--- src/rtl/fifo_arb_pkg.sv ---
// Shared types and defaults for the fifo write-port arbiter.
// The optional per-requester beat counters use STAT_W (see FIFO_WR_ARB_STATS_EN).
package fifo_arb_pkg;

    typedef enum logic {
        IDLE,
        BUSY
    } arb_state_t;

    localparam int unsigned DEF_NUM_REQ   = 4;
    localparam int unsigned DEF_DATA_W    = 32;
    localparam int unsigned DEF_MAX_BURST = 4;
    localparam int unsigned STAT_W        = 16;

endpackage

--- src/rtl/fifo_arb_rr_pick.sv ---
// Combinational round-robin picker: first set req bit scanning last+1, last+2, ...
// wrapping modulo NUM_REQ, so the previous winner has the lowest priority.
module fifo_arb_rr_pick
    import fifo_arb_pkg::*;
#(
    parameter int unsigned NUM_REQ = DEF_NUM_REQ,
    localparam int unsigned IDX_W  = $clog2(NUM_REQ)
) (
    input  logic [NUM_REQ-1:0] req,
    input  logic [IDX_W-1:0]   last,
    output logic               valid,
    output logic [IDX_W-1:0]   idx
);

    logic [IDX_W-1:0] cand;

    always_comb begin
        valid = 1'b0;
        idx   = '0;
        cand  = '0;
        for (int unsigned k = 1; k <= NUM_REQ; k++) begin
            cand = IDX_W'((32'(last) + k) % NUM_REQ);
            if (!valid && req[cand]) begin
                valid = 1'b1;
                idx   = cand;
            end
        end
    end

endmodule

--- src/rtl/fifo_wr_arbiter.sv ---
// Round-robin, burst-locked arbiter sharing one fifo write port among NUM_REQ producers.
// Define FIFO_WR_ARB_STATS_EN to add the saturating per-requester beat_cnt output.
module fifo_wr_arbiter
    import fifo_arb_pkg::*;
#(
    parameter int unsigned NUM_REQ   = DEF_NUM_REQ,
    parameter int unsigned DATA_W    = DEF_DATA_W,
    parameter int unsigned MAX_BURST = DEF_MAX_BURST
) (
    input  logic                      clk,
    input  logic                      reset,
    input  logic [NUM_REQ-1:0]        req,
    input  logic [NUM_REQ*DATA_W-1:0] req_data,
    output logic [NUM_REQ-1:0]        gnt,
    output logic [NUM_REQ-1:0]        ack,
    output logic                      fifo_write_en,
    output logic [DATA_W-1:0]         fifo_data_in,
    input  logic                      fifo_full
`ifdef FIFO_WR_ARB_STATS_EN
    ,
    output logic [NUM_REQ*STAT_W-1:0] beat_cnt
`endif
);

    localparam int unsigned IDX_W = $clog2(NUM_REQ);
    localparam int unsigned CNT_W = $clog2(MAX_BURST + 1);
    localparam logic [CNT_W-1:0] CNT_LAST = CNT_W'(MAX_BURST - 1);

    arb_state_t         state, state_n;
    logic [IDX_W-1:0]   owner, owner_n;
    logic [IDX_W-1:0]   last, last_n;
    logic [CNT_W-1:0]   burst_cnt, burst_cnt_n;
    logic [NUM_REQ-1:0] gnt_n;
    logic               pick_valid;
    logic [IDX_W-1:0]   pick_idx;
    logic               beat;

    fifo_arb_rr_pick #(
        .NUM_REQ (NUM_REQ)
    ) u_pick (
        .req   (req),
        .last  (last),
        .valid (pick_valid),
        .idx   (pick_idx)
    );

    always_ff @(posedge clk) begin
        if (reset) begin
            state     <= IDLE;
            owner     <= '0;
            last      <= IDX_W'(NUM_REQ - 1);
            burst_cnt <= '0;
            gnt       <= '0;
        end else begin
            state     <= state_n;
            owner     <= owner_n;
            last      <= last_n;
            burst_cnt <= burst_cnt_n;
            gnt       <= gnt_n;
        end
    end

    // gnt is one-hot on the owner while BUSY, so gnt & req isolates req[owner].
    always_comb begin
        ack = '0;
        if (state == BUSY && !fifo_full) begin
            ack = gnt & req;
        end
        beat          = |ack;
        fifo_write_en = beat;
        fifo_data_in  = '0;
        if (state == BUSY) begin
            fifo_data_in = req_data[owner*DATA_W +: DATA_W];
        end
    end

    always_comb begin
        state_n     = state;
        owner_n     = owner;
        last_n      = last;
        burst_cnt_n = burst_cnt;
        gnt_n       = gnt;
        unique case (state)
            IDLE: begin
                if (pick_valid) begin
                    state_n     = BUSY;
                    owner_n     = pick_idx;
                    last_n      = pick_idx;
                    burst_cnt_n = '0;
                    gnt_n       = NUM_REQ'(1) << pick_idx;
                end
            end
            BUSY: begin
                if (beat) begin
                    burst_cnt_n = burst_cnt + 1'b1;
                end
                if (!req[owner] || (beat && burst_cnt == CNT_LAST)) begin
                    state_n = IDLE;
                    gnt_n   = '0;
                end
            end
            default: begin
                state_n = IDLE;
                gnt_n   = '0;
            end
        endcase
    end

`ifdef FIFO_WR_ARB_STATS_EN
    logic [STAT_W-1:0] stat_q [NUM_REQ];

    always_ff @(posedge clk) begin
        for (int unsigned i = 0; i < NUM_REQ; i++) begin
            if (reset) begin
                stat_q[i] <= '0;
            end else if (ack[i] && stat_q[i] != '1) begin
                stat_q[i] <= stat_q[i] + 1'b1;
            end
        end
    end

    always_comb begin
        beat_cnt = '0;
        for (int unsigned i = 0; i < NUM_REQ; i++) begin
            beat_cnt[i*STAT_W +: STAT_W] = stat_q[i];
        end
    end
`endif

endmodule
--- config.mk ---
export PLATFORM = sky130hd
export DESIGN_NAME = fifo_wr_arbiter
export DESIGN_NICKNAME = d
export VERILOG_FILES = /design/src/rtl/fifo_arb_pkg.sv /design/src/rtl/fifo_arb_rr_pick.sv /design/src/rtl/fifo_wr_arbiter.sv
export SDC_FILE = /design/constraint.sdc
export NUM_CORES = 1
export LEC_CHECK = 0
export BUFFER_PORTS_ARGS = -buffer_cell sky130_fd_sc_hd__buf_2
export CAP_MARGIN = 40
export CORE_MARGIN = 10
export CORE_UTILIZATION = 30
export CTS_BUF_LIST = sky130_fd_sc_hd__clkbuf_16
export CTS_CLUSTER_DIAMETER = 80
export CTS_CLUSTER_SIZE = 28
export DETAILED_ROUTE_END_ITERATION = 10
export GPL_TIMING_DRIVEN = 0
export PLACE_DENSITY_LB_ADDON = 0.12
export SYNTH_ARGS = -nofsm -noshare
export SYNTH_HDL_FRONTEND = slang
export SYNTH_SLANG_ARGS = --single-unit
--- constraint.sdc ---
create_clock -name clk -period 1.5 [get_ports clk]
set_clock_uncertainty 0.15 [all_clocks]
set_input_delay 0.15 -clock clk [delete_from_list [all_inputs] [get_ports clk]]
set_output_delay 0.15 -clock clk [all_outputs]
set_load 0.01 [all_outputs]
---- Word-level counts from Yosys, hierarchy flattened ----
Cells that the tools add are included.
operators by class
  add/subtract/negate cells ............... 5
  $lt $le $gt $ge ......................... 5
  equality and inequality tests ........... 4
  shift operators ......................... 2
  muxes and demuxes ....................... 29
  bitwise gates (word level) .............. 2
  reduce and logical (&&, ||, !) cells .... 15
operators with widths
  kind                                                 number
  variable part select 128 x 8 -> 32 bit               1
  2-to-1 mux 32 bit                                    1
  < comparator 2 x 3 -> 1 bit, second input constant   5
  2-to-1 mux 4 bit                                     3
  2-to-1 mux 1 bit                                     11
  binary-select mux 1 bit (select 2 bit)               5
  2-to-1 mux 2 bit                                     4
  one-hot mux 4 bit (2 select lines)                   1
  2-to-1 mux 3 bit                                     2
  one-hot mux 3 bit (2 select lines)                   1
  AND reduction 2 bit                                  3
  logical AND 1 bit                                    5
  logical NOT 1 bit                                    5
  adder 2 x 1 -> 2 bit, second input constant          2
  adder 2 bit, second input constant                   2
  bitwise AND 4 bit                                    1
  != test 2 x 1 -> 1 bit, second input constant        2
  OR reduction 4 bit                                   1
  left shift 1 x 2 -> 4 bit, first input constant      1
  adder 3 x 1 -> 3 bit, second input constant          1
  equality test 3 x 2 -> 1 bit, second input constant  1
  != test 2 bit, second input constant                 1
  one-hot mux 1 bit (2 select lines)                   1
  logical OR 1 bit                                     1
  inverter 1 bit                                       1
word-level totals
  register bits ........................... 12
  bits of input ports ..................... 135

---- Logic depth before layout (Yosys ltp) ----
Gate-level depths: netlist (run 1).
  word-level depth ........................ 16
  depth in mapped cells ................... 6
  gate-level depth less buffers ........... 6

---- By module ----
From an unflattened synthesis (run 1), not the netlist that was laid out.
unflattened totals
  cells, all modules ...................... 160
  area, all modules ....................... 1760.4 sq um
by module, submodules not included
  module            times used  cells an instance  area an instance (sq um)
  fifo_wr_arbiter   1           146                1669.1
  fifo_arb_rr_pick  1           14                 91.3

---- Worst setup path after synthesis (run 1) ----
Ideal clock, no wire load.
  path type ............................... register to output
  start ................................... reg owner[0]
  end ..................................... out fifo_data_in[10]
  arrival ................................. 1.359 ns
  required time ........................... 1.200 ns
  path slack .............................. -0.159 ns
  cell stages (with the launch flop) ...... 5
  path buffers ............................ 2
  cells stage by stage .................... dfxtp_1 buf_4 buf_4 mux4_2 and2_1
on the way
  word-level cells in the longest chain between the ends .. 2
RTL lines
  what                                    RTL line               text
  start: declaration                      fifo_wr_arbiter.sv:30  logic [IDX_W-1:0] owner, owner_n;
  start signal: assignment                fifo_wr_arbiter.sv:56  owner <= owner_n;
  variable part select 128 x 8 -> 32 bit  fifo_wr_arbiter.sv:73  fifo_data_in = req_data[owner*DATA_W +: DATA_W];
  2-to-1 mux 32 bit                       fifo_wr_arbiter.sv:72  if (state == BUSY) begin
  end: declaration                        fifo_wr_arbiter.sv:17  output logic [DATA_W-1:0] fifo_data_in,
Every way passes these cells.

---- Worst setup path after layout (run 1) ----
  start ................................... reg owner[0]
  end ..................................... out fifo_data_in[30]
The elaborated chain is that of the path after synthesis.

==> results.md, run 1 <==
- **Starting Density** 0.311
- **std cell rows** 27
- **Syn Area/Cell** 10.8 um2
- **Detailed Route WL** 8.30 mm
- **antenna violations before repair** 0
- **aggregate global routing overflow** 0
- **Final TNS setup** -13.47 ns
- **root buf cell** clkbuf_16
- **residual DRC count** 0
- **Sw Pwr** 0.668 mW
- **number of distinct library cell variants in the gate-level netlist after synthesis** 39
- **Starting DRT DRC Count** 47
- **max-cap violations** 0
- **largest vdd supply drop** 0.353 mV
- **leading register cell type out of synthesis** dfxtp_1
- **htree depth** 1
- **Hold Vio Cnt, Final** 0
- **critical path arrival** 1.65 ns
- **number of nets at the end of the flow** 484
- **required time of the critical path** 1.20 ns
- **area growth from synthesis to layout** 89.6%
- **clock latency on the worst-skew pair** 0.24 ns
- **Ant. Diodes** 0
- **Syn Inst Count** 160
- **number of standard cells in the final layout excluding fillers** 418
- **GRT Resource Usage Total** 0.167
- **Sw Share** 0.306
- **Multi-input gate area** 1550 um2
- **least setup slack across all paths after layout** -0.451 ns
- **setup repair after global routing missed its margin** true
- **Seq. cell area** 248 um2
- **average detailed-routed wire length per instance** 19.8 um
- **CTS clk-pin slew, worst paths** 0.04 ns
- **first-pass GRT wire length** 12.0 mm
- **maximum fanout encountered on the critical timing path** 8
- **endpoint class of the critical path** output port
- **combinational share of power** 0.601
- **max_slew headroom** 0.654
- **post-synthesis net count** 297
- **placed cells** 407
- **number of vias per cell** 5.07
- **core box area** 5540 um2
- **Synth Register Bits** 12
- **area share of the largest cell type after synthesis** 0.418
- **number of clock buffers inserted by TritonCTS** 3
- **final worst path period need** 1.95 ns
- **pin count of the biggest net entering global routing** 11
- **synthesis warning total** 0
- **class of the worst hold path** in -> reg
- **IO Count** 176
- **share of synthesized registers carrying an async set or reset** 0
- **fraction of the yosys area taken by sequential cells** 0.139
- **half-perimeter wire length of the detailed placement result** 7.07 mm
- **fraction of final layout cells with drive strength greater than 1** 0.844
- **die span in y** 95.8 um
- **share of the clock period used by the worst path** 1.30
- **result of the run** finished with violations
- **count of filler cells inserted in the layout** 470
- **cells taking the most area after synthesis** mux4_2, dfxtp_1, and2_1, nor2_1, nand2_1
- **design internal power** 1.52 mW
- **power per unit of standard cell area** 668 nW/um2
- **vias post-DR** 2118
- **post-route antenna net violation count** 0
- **Max Buffers Root-to-Sink** 2
- **final-report max-slew violation count** 0
- **part of the total power dissipated in the clock network** 0.228
- **Syn Std Cell Area** 1730 um2
- **leakage component of the power** 1.51 nW
- **slew at the pin closest to its max-slew limit** 0.515 ns
- **TritonCTS Sinks** 12
- **violations in the final reports** negative setup slack
- **count of input and output buffers** 175
- **final weighted congestion of routability-driven global placement** 0.876
- **Initial DRT Pass Iterations** 4
- **CTS tree** done
- **number of synthesized flops with an enable pin** 0
- **biggest area consumer among synthesized cells** mux4_2
- **DIE AREA** 9180 um2
- **total of endpoints with negative setup slack in the final report** 35
- **crit start category** flop
- **startpoint-to-endpoint class of the critical path** reg -> out
- **Max Freq** 512 MHz
- **relative contribution of sequential cells to total power** 0.171
- **via count of the first global-routing pass** 2166
- **floorplan die width** 95.8 um
[metal layers]
| metal | track usage | routed length (um) | share of wire |
|---|---|---|---|
| met3 | 0.0568 | 1040 | 0.13 |
| met5 | 0 | 0 | 0 |
| met4 | 0.0369 | 113 | 0.014 |
| met1 | 0.179 | 2780 | 0.33 |
| met2 | 0.309 | 4360 | 0.53 |
[worst paths after layout]
check,start,endpoint,slack [ns],cells past startpoint
max reg2reg,owner[0]$_SDFFE_PP0P_,gnt[3]$_SDFFE_PP0P_,-0.04,7
min reg2reg,gnt[0]$_SDFFE_PP0P_,gnt[0]$_SDFFE_PP0P_,0.37,2
max,owner[0]$_SDFFE_PP0P_,fifo_data_in[30],-0.45,5
min,reset,gnt[3]$_SDFFE_PP0P_,0.11,3
[cells in the mapped netlist (2+ instances only)]
library cell,n
a21oi_1,4
and2_1,32
buf_2,4
buf_4,4
clkbuf_1,5
dfxtp_1,12
ha_1,2
inv_1,3
mux2_2,2
mux2i_1,3
mux4_2,32
nand2_1,9
nand2b_1,5
nand3b_1,2
nor2_1,13
o21ai_0,2
o2bb2ai_1,2
o32ai_1,2
or2b_2,2
[flip-flops by register name, indices dropped and copies added (netlist names)]
signal	cells
burst_cnt	3
gnt	4
last	2
owner	2
state	1
[critical path, cell delays in order, from the launching register on]
cell and delay (ns):
dfxtp_2 0.33, buf_12 0.14, buf_12 0.14, mux4_2 0.51
and2_4 0.18, buf_6 0.11
[through the flow]
| stage | utilization | hold slack [ns] | total power, mW | setup WS (ns) | cell area (um2) |
|---|---|---|---|---|---|
| 2_1_floorplan | - | 0.176 | 1.09 | -0.0607 | 1840 |
| 5_1_grt | 0.591 | 0.126 | 2.31 | -0.501 | 3270 |
| 3_5_place_dp | 0.506 | 0.339 | 1.47 | -0.425 | 2800 |
| 3_3_place_gp | 0.506 | 0.332 | 1.45 | -0.366 | 2800 |
| 6_report | 0.591 | 0.105 | 2.19 | -0.451 | 3270 |
| 4_1_cts | 0.578 | 0.0988 | 2.16 | -0.463 | 3200 |
[cell usage in the layout, fill, tap and decap left out, types with 3 or more instances in the layout]
cell type | netlist | final
buf_6 | 0 | 28
mux4_2 | 32 | 32
dfxtp_1 | 12 | 6
mux2i_2 | 0 | 3
nand2b_1 | 5 | 4
nor2_1 | 13 | 13
clkbuf_2 | 1 | 3
buf_12 | 0 | 4
and2_1 | 32 | 5
buf_4 | 4 | 6
clkbuf_4 | 0 | 3
nand2_1 | 9 | 8
and2_4 | 0 | 27
clkbuf_16 | 0 | 4
a21oi_1 | 4 | 4
dfxtp_2 | 0 | 6
buf_2 | 4 | 149
[repair_timing]
item                                    CTS  global route
pin swaps                                 2             2
endpoints found under the setup margin   47            42
hold buffers                              0             0
gates cloned                              1             1
setup buffers                             5             0
resized for setup                        55            12
[power groups by stage]
stage | Clock, mW | Sequential, mW | Combinational, mW
6_report | 0.498 | 0.373 | 1.31
5_1_grt | 0.527 | 0.378 | 1.41
4_1_cts | 0.506 | 0.372 | 1.28
3_5_place_dp | 0 | 0.374 | 1.09
3_3_place_gp | 0 | 0.374 | 1.08
2_1_floorplan | 0 | 0.375 | 0.716
[layout make-up]
| class | count | share of cell area |
|---|---|---|
| multi-input combinational | 131 | 0.475 |
| tap | 72 | 0.0275 |
| sequential | 12 | 0.0757 |
| inverter | 3 | 0.00344 |
| clock inverter | 1 | 0.00115 |
| buffer | 14 | 0.0463 |
| timing repair buffer | 182 | 0.348 |
| clock buffer | 3 | 0.0229 |
[cell families (layout without fill, tap and decap cells)]
kind of cell	count (synthesis)	count (layout)	share of synthesized area
simple gates	71	71	0.241
mux	37	37	0.448
compound gates	21	21	0.107
buf+inv	17	203	0.0493
flops	12	12	0.139
fa+ha+maj	2	2	0.0145
No activity file was read; power rests on OpenSTA's default activity.
==> run 2, diff against run 1 <==
==> constraint.sdc (replaced) <==
create_clock -name clk -period 1.8 [get_ports clk]
set_clock_uncertainty 0.15 [all_clocks]
set_input_delay 0.18 -clock clk [delete_from_list [all_inputs] [get_ports clk]]
set_output_delay 0.18 -clock clk [all_outputs]
set_load 0.01 [all_outputs]
==> results.md, run 2 (synthesis results as in run 1) <==
- **result of the run** finished with violations
- **violations in the final reports** negative setup slack
- **count of input and output buffers** 175
- **count of filler cells inserted in the layout** 511
- **core box area** 5540 um2
- **Starting Density** 0.311
- **fraction of final layout cells with drive strength greater than 1** 0.773
- **largest stage delay on the critical path** 0.50 ns
- **Hold Buf Count CTS** 0
- **vias post-DR** 2093
- **slew at the pin closest to its max-slew limit** 0.496 ns
- **IO Count** 176
- **commonest cells after routing, fill and taps aside** buf_2, mux4_2, and2_4, buf_6
- **most common cell after layout, fill and taps aside** buf_2
- **final-report max-slew violation count** 0
- **power per unit of standard cell area** 560 nW/um2
- **required time of the critical path** 1.47 ns
- **max-cap violations** 0
- **pin count of the biggest net entering global routing** 11
- **CTS clk-pin slew, worst paths** 0.04 ns
- **first-pass GRT wire length** 12.2 mm
- **maximum fanout encountered on the critical timing path** 7
- **largest vdd supply drop** 0.409 mV
- **CTS tree** done
- **Design Power** 1.72 mW
- **crit start category** flop
- **htree depth** 1
- **post-route antenna net violation count** 0
- **total of endpoints with negative setup slack in the final report** 32
- **max_slew headroom** 0.666
- **floorplan die width** 95.8 um
- **endpoint class of the critical path** output port
- **GRT Resource Usage Total** 0.170
- **final worst path period need** 1.98 ns
- **least setup slack across all paths after layout** -0.177 ns
- **Detailed Route WL** 8.40 mm
- **half-perimeter wire length of the detailed placement result** 7.20 mm
- **std cell rows** 27
- **Starting DRT DRC Count** 40
- **Largest Register** gnt
- **Final TNS setup** -4.50 ns
- **share of the clock period used by the worst path** 1.10
- **setup repair after global routing missed its margin** true
- **startpoint-to-endpoint class of the critical path** reg -> out
- **number of vias per cell** 5.04
- **dominant delay contributor by cell family on the critical path** multiplexers
- **number of clock buffers inserted by TritonCTS** 3
- **die span in y** 95.8 um
- **Seq. cell area** 241 um2
- **root buf cell** clkbuf_16
- **residual DRC count** 0
- **cell-by-cell trace of the critical path** buf_12, clkbuf_16, mux4_2, and2_4, buf_6
- **average detailed-routed wire length per instance** 20.2 um
- **Hold Vio Cnt, Final** 0
- **clock latency on the worst-skew pair** 0.24 ns
- **number of nets at the end of the flow** 482
- **slowest stage cell on the critical path** mux4_2
- **TritonCTS Sinks** 12
- **area growth from synthesis to layout** 77.8%
- **max reg flops** 4
- **critical path arrival** 1.65 ns
- **Initial DRT Pass Iterations** 4
- **Max Buffers Root-to-Sink** 2
- **final weighted congestion of routability-driven global placement** 0.898
- **antenna violations before repair** 0
- **Max Freq** 506 MHz
- **CP bufs+invs** 3
- **Multi-input gate area** 1450 um2
- **aggregate global routing overflow** 0
- **via count of the first global-routing pass** 2164
- **leakage component of the power** 1.46 nW
- **class of the worst hold path** in -> reg
- **DIE AREA** 9180 um2
- **Ant. Diodes** 0
- **Regs by FF count** gnt: 4 flops, burst_cnt: 3 flops
## run 2: layout make-up
class,instances,share of cell area
plain buffers,14,0.0449
clock buffers,3,0.0245
inverters,3,0.00367
multi-input cells,131,0.472
flip-flops and latches,12,0.0787
well taps,72,0.0294
repair buffers,180,0.347
## run 2: routing by layer
metal	share of wire	wire, um	GRT usage	vias to the layer above
met5	0	0	0	-
met4	0.0083	70	0.0319	0
met3	0.092	771	0.0412	8
met2	0.53	4480	0.320	105
met1	0.37	3080	0.190	1003
li1	-	-	-	977
## run 2: through the flow
stage           util  setup slack, ns  instances  instance area [um2]  hold WS [ns]
6_report       0.554           -0.177        415                 3070         0.141
5_1_grt        0.554           -0.211        415                 3070         0.170
2_1_floorplan      -            0.111        160                 1730         0.206
3_3_place_gp   0.486           -0.209        407                 2690         0.329
4_1_cts        0.516           -0.184        413                 2860         0.137
3_5_place_dp   0.486           -0.216        407                 2690         0.338
## run 2: tightest hold or removal path, delay by kind of cell
| family | cells | cell delay (ns) |
|---|---|---|
| and+or+nand+nor | 1 | 0.11 |
| buffers and inverters | 1 | 0.13 |
| AOI/OAI and AO/OA | 1 | 0.06 |
## run 2: power by group
group	switching (mW)	internal, mW
clock network	0.114	0.289
registers	0.0181	0.290
logic	0.389	0.617
total	0.521	1.20
## run 2: worst paths after layout
| check | from | end | slack, ns | cells after the start |
|---|---|---|---|---|
| hold / removal | reset | gnt[0]$_SDFFE_PP0P_ | 0.14 | 3 |
| setup / recovery | owner[0]$_SDFFE_PP0P_ | fifo_data_in[19] | -0.18 | 5 |
| setup reg to reg | state$_SDFF_PP0_ | gnt[1]$_SDFFE_PP0P_ | 0.17 | 4 |
| hold reg to reg | burst_cnt[1]$_SDFFE_PP0P_ | burst_cnt[1]$_SDFFE_PP0P_ | 0.34 | 2 |
## run 2: what timing repair did
item                       in CTS  in global routing
setup endpoints to repair      32                 32
buffers inserted                3                  0
resized for setup              20                 47
gates cloned                    0                  2
pin swaps                       0                  9
==> run 3, diff against run 2 <==
==> constraint.sdc (replaced) <==
create_clock -name clk -period 1.71 [get_ports clk]
set_clock_uncertainty 0.15 [all_clocks]
set_input_delay 0.171 -clock clk [delete_from_list [all_inputs] [get_ports clk]]
set_output_delay 0.171 -clock clk [all_outputs]
set_load 0.01 [all_outputs]
==> results.md, run 3 (synthesis results as in run 1) <==
- **result of the run** finished with violations
- **violations in the final reports** negative setup slack
- **slew at the pin closest to its max-slew limit** 0.486 ns
- **average detailed-routed wire length per instance** 20.2 um
- **final standard cell area without fillers** 3070 um2
- **relative contribution of sequential cells to total power** 0.179
- **floorplan die width** 95.8 um
- **placed cells** 407
- **aggregate global routing overflow** 0
- **cell-by-cell trace of the critical path** buf_12, clkbuf_16, mux4_2, and2_4, buf_6
- **design internal power** 1.26 mW
- **Largest Register** gnt
- **class of the worst hold path** in -> reg
- **part of the total power dissipated in the clock network** 0.234
- **Starting DRT DRC Count** 46
- **final weighted congestion of routability-driven global placement** 0.898
- **TritonCTS Sinks** 12
- **die span in y** 95.8 um
- **Final TNS setup** -7.08 ns
- **number of standard cells in the final layout excluding fillers** 415
- **vias post-DR** 2082
- **total of endpoints with negative setup slack in the final report** 32
- **final worst path period need** 1.97 ns
- **share of the clock period used by the worst path** 1.15
- **fraction of final layout cells with drive strength greater than 1** 0.776
- **residual DRC count** 0
- **Ant. Diodes** 0
- **GRT Resource Usage Total** 0.170
- **Starting Density** 0.311
- **Max Buffers Root-to-Sink** 2
- **max layer used** met4
- **final-report max-slew violation count** 0
- **Hold Buf Count CTS** 0
- **max_slew headroom** 0.673
- **number of vias per cell** 5.02
- **Placed Instance Area** 2690 um2
- **CP bufs+invs** 3
- **Design Power** 1.81 mW
- **largest stage delay on the critical path** 0.50 ns
- **clock latency on the worst-skew pair** 0.24 ns
- **largest vdd supply drop** 0.433 mV
- **slowest stage cell on the critical path** mux4_2
- **required time of the critical path** 1.39 ns
- **final cell utilization of the core** 0.555
- **count of input and output buffers** 175
- **critical path arrival** 1.65 ns
- **antenna violations before repair** 0
- **CTS tree** done
- **half-perimeter wire length of the detailed placement result** 7.20 mm
- **Hold Vio Cnt, Final** 0
- **most common cell after layout, fill and taps aside** buf_2
- **maximum fanout encountered on the critical timing path** 7
- **endpoint class of the critical path** output port
- **post-route antenna net violation count** 0
- **combinational share of power** 0.587
- **commonest cells after routing, fill and taps aside** buf_2, mux4_2, and2_4, buf_6
- **core box area** 5540 um2
- **DIE AREA** 9180 um2
- **sum of routed wire segments on met1** 3.05 mm
- **number of nets at the end of the flow** 482
- **number of clock buffers inserted by TritonCTS** 3
- **first-pass GRT wire length** 12.2 mm
- **via count of the first global-routing pass** 2164
- **max-cap violations** 0
- **pin count of the biggest net entering global routing** 11
- **Detail Route met3 WL** 764 um
- **htree depth** 1
- **Sw Share** 0.303
- **IO Count** 176
- **root buf cell** clkbuf_16
- **dominant delay contributor by cell family on the critical path** multiplexers
- **crit start category** flop
- **Max Freq** 508 MHz
- **Detailed Route WL** 8.38 mm
- **least setup slack across all paths after layout** -0.257 ns
- **setup repair after global routing missed its margin** true
- **std cell rows** 27
- **Sw Pwr** 0.548 mW
- **routed length on met2** 4.50 mm
- **Regs by FF count** gnt: 4 flops, burst_cnt: 3 flops
- **Initial DRT Pass Iterations** 4
- **startpoint-to-endpoint class of the critical path** reg -> out
- **CTS clk-pin slew, worst paths** 0.04 ns
- **power per unit of standard cell area** 588 nW/um2
- **max reg flops** 4
- **area growth from synthesis to layout** 78.2%
- **leakage component of the power** 1.46 nW
[run 3: area by class of cell]
class	count	area [um2]
fillers	510	2470
multi-input cells	131	1450
repair buffers	180	1060
flip-flops and latches	12	241
plain buffers	14	138
well taps	72	90.1
clock buffers	3	75.1
inverters	3	11.3
[run 3: per-stage QoR]
stage	worst slack [ns]	hold WS [ns]
3_5_place_dp	-0.297	0.338
3_3_place_gp	-0.290	0.329
6_report	-0.257	0.131
5_1_grt	-0.292	0.161
2_1_floorplan	0.0298	0.197
4_1_cts	-0.265	0.128
[run 3: per-layer routing]
layer | vias up | global-route usage
met5 | - | 0
met4 | 0 | 0.0319
met3 | 6 | 0.0412
met2 | 100 | 0.320
met1 | 999 | 0.190
li1 | 977 | -
[run 3: what timing repair did]
item,CTS,global route
endpoints found under the setup margin,32,33
resized for setup,20,48
gates cloned,0,2
buffers inserted,3,0
pin swaps,0,9
[run 3: power groups by stage]
| stage | combinational (mW) | sequential (mW) | clock (mW) |
|---|---|---|---|
| 6_report | 1.06 | 0.324 | 0.424 |
| 3_5_place_dp | 0.869 | 0.326 | 0 |
| 2_1_floorplan | 0.533 | 0.327 | 0 |
| 4_1_cts | 0.930 | 0.322 | 0.427 |
| 3_3_place_gp | 0.855 | 0.326 | 0 |
| 5_1_grt | 1.15 | 0.327 | 0.450 |
[run 3: tightest hold or removal path, stage by stage]
cell and delay, ns:
buf_2 0.13, nand2b_1 0.11, o2bb2ai_1 0.06
[run 3: final timing paths]
| kind | depth (start not counted) | endpoint | start | slack, ns |
|---|---|---|---|---|
| hold reg to reg | 2 | burst_cnt[1]$_SDFFE_PP0P_ | burst_cnt[1]$_SDFFE_PP0P_ | 0.34 |
| setup / recovery | 5 | fifo_data_in[19] | owner[0]$_SDFFE_PP0P_ | -0.26 |
| setup reg to reg | 4 | gnt[1]$_SDFFE_PP0P_ | state$_SDFF_PP0_ | 0.09 |
| hold / removal | 3 | gnt[0]$_SDFFE_PP0P_ | reset | 0.13 |
